## src/rtl/sipo_deserializer.sv

```systemverilog
// Serial-in / parallel-out receiver.
// Bits on d, qualified by en, are assembled into WIDTH-bit words. Each
// finished word is offered on q with a valid/ready handshake. A word that
// completes while the previous one is still unconsumed is dropped, and the
// sticky overrun flag is set. Every output comes straight from a register.
module sipo_deserializer #(
   parameter int WIDTH     = 8,
   parameter bit MSB_FIRST = 1'b1
) (
   input  logic             clk,
   input  logic             reset,
   input  logic             en,
   input  logic             d,
   input  logic             q_ready,
   output logic [WIDTH-1:0] q,
   output logic             q_valid,
   output logic             overrun
);

   localparam int CNT_W = (WIDTH > 2) ? $clog2(WIDTH) : 1;
   localparam logic [CNT_W-1:0] CNT_LAST = CNT_W'(WIDTH - 1);

   logic [WIDTH-1:0] sr_q, sr_d;
   logic [CNT_W-1:0] cnt_q, cnt_d;
   logic [WIDTH-1:0] word_q, word_d;
   logic             vld_q, vld_d;
   logic             ovr_q, ovr_d;

   logic [WIDTH-1:0] shifted;
   logic             complete;
   logic             take;

   // Insert one new bit into the partial word, honouring the bit order.
   function automatic logic [WIDTH-1:0] shift_in(input logic [WIDTH-1:0] cur,
                                                 input logic             bit_in);
      if (MSB_FIRST)
         return {cur[WIDTH-2:0], bit_in};
      else
         return {bit_in, cur[WIDTH-1:1]};
   endfunction

   // Next-state logic for the shifter, the bit counter and the output handshake.
   always_comb begin
      sr_d     = sr_q;
      cnt_d    = cnt_q;
      word_d   = word_q;
      vld_d    = vld_q;
      ovr_d    = ovr_q;
      shifted  = shift_in(sr_q, d);
      complete = en && (cnt_q == CNT_LAST);
      take     = vld_q && q_ready;

      if (en) begin
         if (complete) begin
            sr_d  = '0;
            cnt_d = '0;
         end else begin
            sr_d  = shifted;
            cnt_d = cnt_q + CNT_W'(1);
         end
      end

      if (complete) begin
         if (!vld_q || take) begin
            // The slot is empty or is being emptied on this edge: load the new word.
            word_d = shifted;
            vld_d  = 1'b1;
         end else begin
            // The consumer is still holding the previous word, so the new one is lost.
            ovr_d = 1'b1;
         end
      end else if (take) begin
         vld_d = 1'b0;
      end
   end

   // State registers; reset discards any partial word and any pending output.
   always_ff @(posedge clk) begin
      if (reset) begin
         sr_q   <= '0;
         cnt_q  <= '0;
         word_q <= '0;
         vld_q  <= 1'b0;
         ovr_q  <= 1'b0;
      end else begin
         sr_q   <= sr_d;
         cnt_q  <= cnt_d;
         word_q <= word_d;
         vld_q  <= vld_d;
         ovr_q  <= ovr_d;
      end
   end

   assign q       = word_q;
   assign q_valid = vld_q;
   assign overrun = ovr_q;

endmodule

```

## config.mk

```make
export PLATFORM = sky130hd
export DESIGN_NAME = sipo_deserializer
export DESIGN_NICKNAME = d
export VERILOG_FILES = /design/src/rtl/sipo_deserializer.sv
export SDC_FILE = /design/constraint.sdc
export NUM_CORES = 1
export LEC_CHECK = 0
export ABC_AREA = 0
export CORE_UTILIZATION = 44
export CTS_CLUSTER_DIAMETER = 80
export CTS_CLUSTER_SIZE = 20
export DETAILED_ROUTE_END_ITERATION = 6
export PLACE_DENSITY_LB_ADDON = 0.1
export SYNTH_ARGS = -nofsm -noshare
export SYNTH_HDL_FRONTEND = slang
export SYNTH_SLANG_ARGS = --single-unit
```

## constraint.sdc

```tcl
create_clock -name clk -period 1.4 [get_ports clk]
set_clock_uncertainty 0.05 [all_clocks]
set_input_delay 0.28 -clock clk [delete_from_list [all_inputs] [get_ports clk]]
set_output_delay 0.28 -clock clk [all_outputs]
set_load 0.005 [all_outputs]
```

# Word-level counts from Yosys, hierarchy flattened
# Cells that the tools add are included.
# word_totals
ramBits	0
mem_count	0
latchBits	0
romBits	0
out_inout_bits	10
elab_cells	22
ff_bits	20
input_bits	5
# op_classes
n_eq_ne	2
n_div	0
mux	5
n_reduce_logical	8
multipliers	0
n_shift	0
n_addsub	1
n_bitwise	1
magnitude_cmp	0
# ops
cell	count
two-way mux 7 bit	1
AND reduction 2 bit	3
adder 3 x 1 -> 3 bit, second input constant	1
== test 3 bit, second input constant	1
two-way mux 1 bit	3
two-way mux 3 bit	1
logical AND 1 bit	2
inequality test 2 x 1 -> 1 bit, second input constant	1
nonzero test 2 bit	1
zero test 1 bit	1
logical OR 1 bit	1
inverter 1 bit	1

# Longest topological paths before layout
# logic_depth
depth_word	4
depth_mapped	6
depth_no_buf	5

# Worst setup path before layout
# Ideal clock, no wire load.
# synth_path
kind	flip-flop to flip-flop
start	reg cnt_q[0]
end	reg cnt_q[2]
slack_ns	0.161
setup_time_ns	0.066
path_stages_with_launch	6
arrival_time_ns	1.123
path_cell_list	dfxtp_1 ha_1 ha_1 buf_2 nand3b_1 a21oi_2
# synth_between
elab_chain_len	3
word_cells_on_any_way	4
classes_between	1 x add/sub; 1 x eq/ne; 1 x mux; 1 x reduce/logical
# synth_rtl
element	line	source
start, declared	24	logic [CNT_W-1:0] cnt_q, cnt_d;
start signal, assigned	87	cnt_q <= cnt_d;
branches (longest 2 deep; another with adder 3 x 1 -> 3 bit)	-	
two-way mux 3 bit *	54	if (complete) begin
# Mark *: on every way between the ends.
# A chain may end at the register's enable or synchronous reset.

# Final worst setup path
# layout_path
start	reg cnt_q[0]
end	reg word_q[3] (netlist: q[3])
# layout_between
elab_chain_len	3
# layout_rtl
element	line	source
== test 3 bit	50	complete = en && (cnt_q == CNT_LAST);
logical AND 1 bit	50	
AND reduction 2 bit (no source line)	-	
end signal, assigned	88	word_q <= word_d;
end, declared	25	logic [WIDTH-1:0] word_q, word_d;
# No other way between the ends.

==> impl_metrics.prom <==
# TYPE chip_impl_metric gauge
chip_impl_metric{name="max_clock_freq",unit="MHz"} 779
chip_impl_metric{name="timing_max_transition_violations_final",unit=""} 0
chip_impl_metric{name="net_total_in_the_final_layout",unit=""} 121
chip_impl_metric{name="detail-route-antenna-nets",unit=""} 0
chip_impl_metric{name="clkLatencyLatePin",unit="ns"} 0.30
chip_impl_metric{name="setup_violating_endpoint_count_in_the_final_report",unit=""} 0
chip_impl_metric{name="synth.yosys.seq_area_share",unit="%"} 41.2
chip_impl_metric{name="period_needed",unit="ns"} 1.28
chip_impl_info{name="status",value="finished clean"} 1
chip_impl_metric{name="power_frac_clock",unit="%"} 33.0
chip_impl_metric{name="p_sw_share",unit="%"} 21.2
chip_impl_metric{name="drt_first_iter_violations",unit=""} 8
chip_impl_metric{name="clock_tree.buffer_depth",unit=""} 2
chip_impl_info{name="critical_path.cell_chain",value="ha_4, ha_4, nand2_2, nor2_8, mux2i_1"} 1
chip_impl_metric{name="final_min_period_over_clock_period",unit="%"} 91.7
chip_impl_metric{name="clkTransAtPathRegs",unit="ns"} 0.10
chip_impl_info{name="clk_root_buffer_cell",value="sky130_fd_sc_hd__clkbuf_4"} 1
chip_impl_metric{name="cts.htree.levels",unit=""} 1
chip_impl_metric{name="cp.depth",unit=""} 5
chip_impl_info{name="timing.critical_path.max_delay_family",value="flip-flops"} 1
chip_impl_metric{name="clock_sinks",unit=""} 20
chip_impl_metric{name="antenna_found_initial",unit=""} 0
chip_impl_metric{name="syn-instance-count",unit=""} 88
chip_impl_metric{name="worst-path-max-fanout",unit=""} 8
chip_impl_metric{name="share_of_the_synthesized_area_in_the_top_cell_type",unit="%"} 41.2
chip_impl_metric{name="placed_cells_incl_taps",unit=""} 128
chip_impl_metric{name="cts_made_buffers",unit=""} 3
chip_impl_metric{name="drtPass1Iterations",unit=""} 2
chip_impl_metric{name="globalRouteOverflowTotal",unit=""} 0
chip_impl_metric{name="synth_warnings",unit=""} 0
chip_impl_metric{name="detailed_place.area",unit="µm²"} 1140
chip_impl_info{name="setup.worst_path.class",value="reg2reg"} 1
chip_impl_metric{name="grt_pass1_wl",unit="µm"} 2620
chip_impl_metric{name="final_cells",unit=""} 140
chip_impl_info{name="startpoint_type_of_the_worst_setup_path",value="flop"} 1
chip_impl_metric{name="fin_worst_hold_slack",unit="ns"} 0.424
chip_impl_info{name="cts_tree",value="done"} 1
chip_impl_metric{name="io-pin-count",unit=""} 15
chip_impl_metric{name="mappedNetlistArea",unit="µm²"} 972
chip_impl_metric{name="proportion_of_layout_cells_with_a_drive_suffix_above_1",unit="%"} 41.6
chip_impl_metric{name="yosysUniqueCellTypes",unit=""} 16
chip_impl_metric{name="detailroute.via_count",unit=""} 657
chip_impl_metric{name="effective_utilization_at_floorplan",unit="%"} 48.1
chip_impl_metric{name="detailed_place_hpwl",unit="µm"} 1000
chip_impl_metric{name="hold_violations",unit=""} 0
chip_impl_metric{name="fp.dieArea",unit="µm²"} 2400
chip_impl_metric{name="diodes",unit=""} 0
chip_impl_metric{name="timing.max_slew.rel_slack",unit="%"} 85.9
chip_impl_info{name="final_cell_mix",value="sky130_fd_sc_hd__nand2b_1 (17), sky130_fd_sc_hd__dfxtp_2 (12), sky130_fd_sc_hd__buf_4 (12), sky130_fd_sc_hd__mux2i_1 (10), sky130_fd_sc_hd__dlygate4sd2_1 (10)"} 1
chip_impl_metric{name="power.density",unit="nW/µm²"} 788
chip_impl_metric{name="wl_per_cell",unit="µm"} 10.7
chip_impl_metric{name="die_y",unit="µm"} 49.0
chip_impl_metric{name="syn-num-nets",unit=""} 95
chip_impl_metric{name="fp.coreArea",unit="µm²"} 2020
chip_impl_metric{name="syn_area_per_cell",unit="µm²"} 11.0
chip_impl_metric{name="detail_route.vias_per_cell",unit=""} 4.69
chip_impl_metric{name="vdd_ir_drop_max",unit="µV"} 625
chip_impl_info{name="grt_setup_unrepaired",value="no"} 1
chip_impl_metric{name="worstMarginPinSlew",unit="ns"} 0.212
chip_impl_metric{name="hold-path-cell-count",unit=""} 2
chip_impl_info{name="critical_path.endpoint_type",value="flop"} 1
chip_impl_metric{name="grt.total_usage",unit="%"} 14.5
chip_impl_metric{name="internal-power",unit="W"} 0.000788
chip_impl_info{name="synth_largest_area_cell",value="sky130_fd_sc_hd__dfxtp_1"} 1
chip_impl_metric{name="rows",unit=""} 16
chip_impl_metric{name="grt_pass1_vias",unit=""} 616
chip_impl_metric{name="setup_slack",unit="ns"} 0.116
chip_impl_metric{name="ys_seq_elements",unit=""} 20
chip_impl_metric{name="critical-path-max-stage-delay",unit="ns"} 0.37
chip_impl_info{name="master_of_the_slowest_instance_on_the_critical_path",value="sky130_fd_sc_hd__dfxtp_2"} 1
chip_impl_metric{name="share_comb_of_total_power",unit="%"} 8.5
chip_impl_metric{name="net_switching_power_figure",unit="W"} 0.000212
chip_impl_metric{name="crit_buf_inv",unit=""} 0
chip_impl_info{name="crit_path_frequent_cell",value="sky130_fd_sc_hd__ha_4"} 1
chip_impl_metric{name="drc",unit=""} 0
chip_impl_metric{name="final_area",unit="µm²"} 1270
chip_impl_metric{name="setup_tns",unit="ns"} 0
chip_impl_metric{name="layout-area-overhead-vs-synth",unit="%"} 30.5
chip_impl_metric{name="portBuffers",unit=""} 14
chip_impl_info{name="min_path_type",value="reg2reg"} 1
chip_impl_metric{name="required_time_of_the_critical_path",unit="ns"} 1.57
chip_impl_metric{name="total_leakage_power",unit="nW"} 0.504
chip_impl_metric{name="gpl.final_weighted_congestion",unit=""} 0.680
chip_impl_metric{name="dp_worst_setup_slack",unit="ns"} -0.0708
chip_impl_metric{name="max_cap_viol_count",unit=""} 0
chip_impl_info{name="layout.cells.most_common",value="sky130_fd_sc_hd__nand2b_1"} 1
chip_impl_metric{name="reg_power_share",unit="%"} 58.6
chip_impl_info{name="ys_top_cells_by_area",value="sky130_fd_sc_hd__dfxtp_1 (41%), sky130_fd_sc_hd__nand2b_1 (11%), sky130_fd_sc_hd__mux2i_1 (10%)"} 1
chip_impl_metric{name="arrival",unit="ns"} 1.46
chip_impl_metric{name="r2r.worst_path.cells",unit=""} 5
chip_impl_metric{name="grt_start_max_net_pins",unit=""} 29
chip_impl_metric{name="total_wire_length_after_detailed_routing",unit="µm"} 1500
chip_impl_metric{name="die-width",unit="µm"} 49.0
chip_impl_metric{name="cts-hold-fix-buffers",unit=""} 0
[power groups by stage]
stage	combinational, W	sequential, W	clock [W]
floorplan	0.0000592	0.000595	0
global placement	0.0000769	0.000596	0
detailed placement	0.0000784	0.000597	0
CTS	0.0000798	0.000584	0.000349
global route	0.0000925	0.000587	0.000372
finish	0.0000846	0.000586	0.000330
[layout make-up]
| cell class | count | area (µm²) |
|---|---|---|
| tap | 27 | 33.8 |
| fill | 180 | 753 |
| timing repair buffer | 27 | 238 |
| multi-input combinational | 62 | 546 |
| sequential | 20 | 415 |
| clock buffer | 4 | 36.3 |
[cells in the mapped netlist]
| cell | n |
|---|---|
| sky130_fd_sc_hd__a21oi_1 | 3 |
| sky130_fd_sc_hd__a21oi_2 | 6 |
| sky130_fd_sc_hd__a31oi_1 | 1 |
| sky130_fd_sc_hd__buf_2 | 2 |
| sky130_fd_sc_hd__buf_4 | 1 |
| sky130_fd_sc_hd__buf_6 | 3 |
| sky130_fd_sc_hd__dfxtp_1 | 20 |
| sky130_fd_sc_hd__ha_1 | 2 |
| sky130_fd_sc_hd__mux2i_1 | 10 |
| sky130_fd_sc_hd__nand2_2 | 1 |
| sky130_fd_sc_hd__nand2b_1 | 17 |
| sky130_fd_sc_hd__nand2b_4 | 7 |
| sky130_fd_sc_hd__nand3b_1 | 8 |
| sky130_fd_sc_hd__nor2_1 | 5 |
| sky130_fd_sc_hd__nor2_8 | 1 |
| sky130_fd_sc_hd__nor2b_4 | 1 |
[kinds of logic (layout without fill, tap and decap cells)]
group                    Yosys count  count (layout)  synth area share (%)
AND/OR/NAND/NOR                   40              40                  33.1
flip-flops                        20              20                  41.2
AO/OA/AOI/OAI                     10              10                  7.59
multiplexers                      10              10                  10.3
buffers and inverters              6              31                  5.28
adder cells (fa/ha/maj)            2               2                  2.57
[stage by stage]
| step | total power, W | util [%] |
|---|---|---|
| after floorplan | 0.000654 | - |
| after global placement | 0.000673 | 56.6 |
| after detailed placement | 0.000675 | 56.6 |
| after CTS | 0.00101 | 61.8 |
| after global routing | 0.00105 | 62.7 |
| final | 0.00100 | 62.7 |
[sequential cells by signal (all words and copies together) (netlist names)]
| signal | flops |
|---|---|
| cnt_q | 3 |
| overrun | 1 |
| q | 8 |
| q_valid | 1 |
| sr_q | 7 |
[metal layers]
metal | wire length, µm | GRT usage, % | vias up | part of all wire [%]
li1 | - | - | 343 | -
met1 | 674 | 16.4 | 299 | 45
met2 | 747 | 25.0 | 13 | 50
met3 | 68 | 5.61 | 2 | 4.5
met4 | 11 | 4.41 | 0 | 0.73
met5 | 0 | 0 | - | 0
[final timing paths]
kind / startpoint / end / slack (ns)
max reg2reg: cnt_q[0] / q[3] / 0.12
min reg2reg: overrun / overrun / 0.42
min: overrun / overrun / 0.42
max: cnt_q[0] / q[3] / 0.12
[worst register-to-register path, cell delays in order (launching register included)]
cell and delay (ns):
sky130_fd_sc_hd__dfxtp_2 0.37, sky130_fd_sc_hd__ha_4 0.15, sky130_fd_sc_hd__ha_4 0.14, sky130_fd_sc_hd__nand2_2 0.09, sky130_fd_sc_hd__nor2_8 0.20, sky130_fd_sc_hd__mux2i_1 0.22
[what timing repair did]
item                       CTS  global route
setup endpoints to repair   18             8
setup buffers                7             1
cloned                       0             0
gates resized for setup     24             2
pin swaps                    1             1
(Power assumes the default switching activity.)
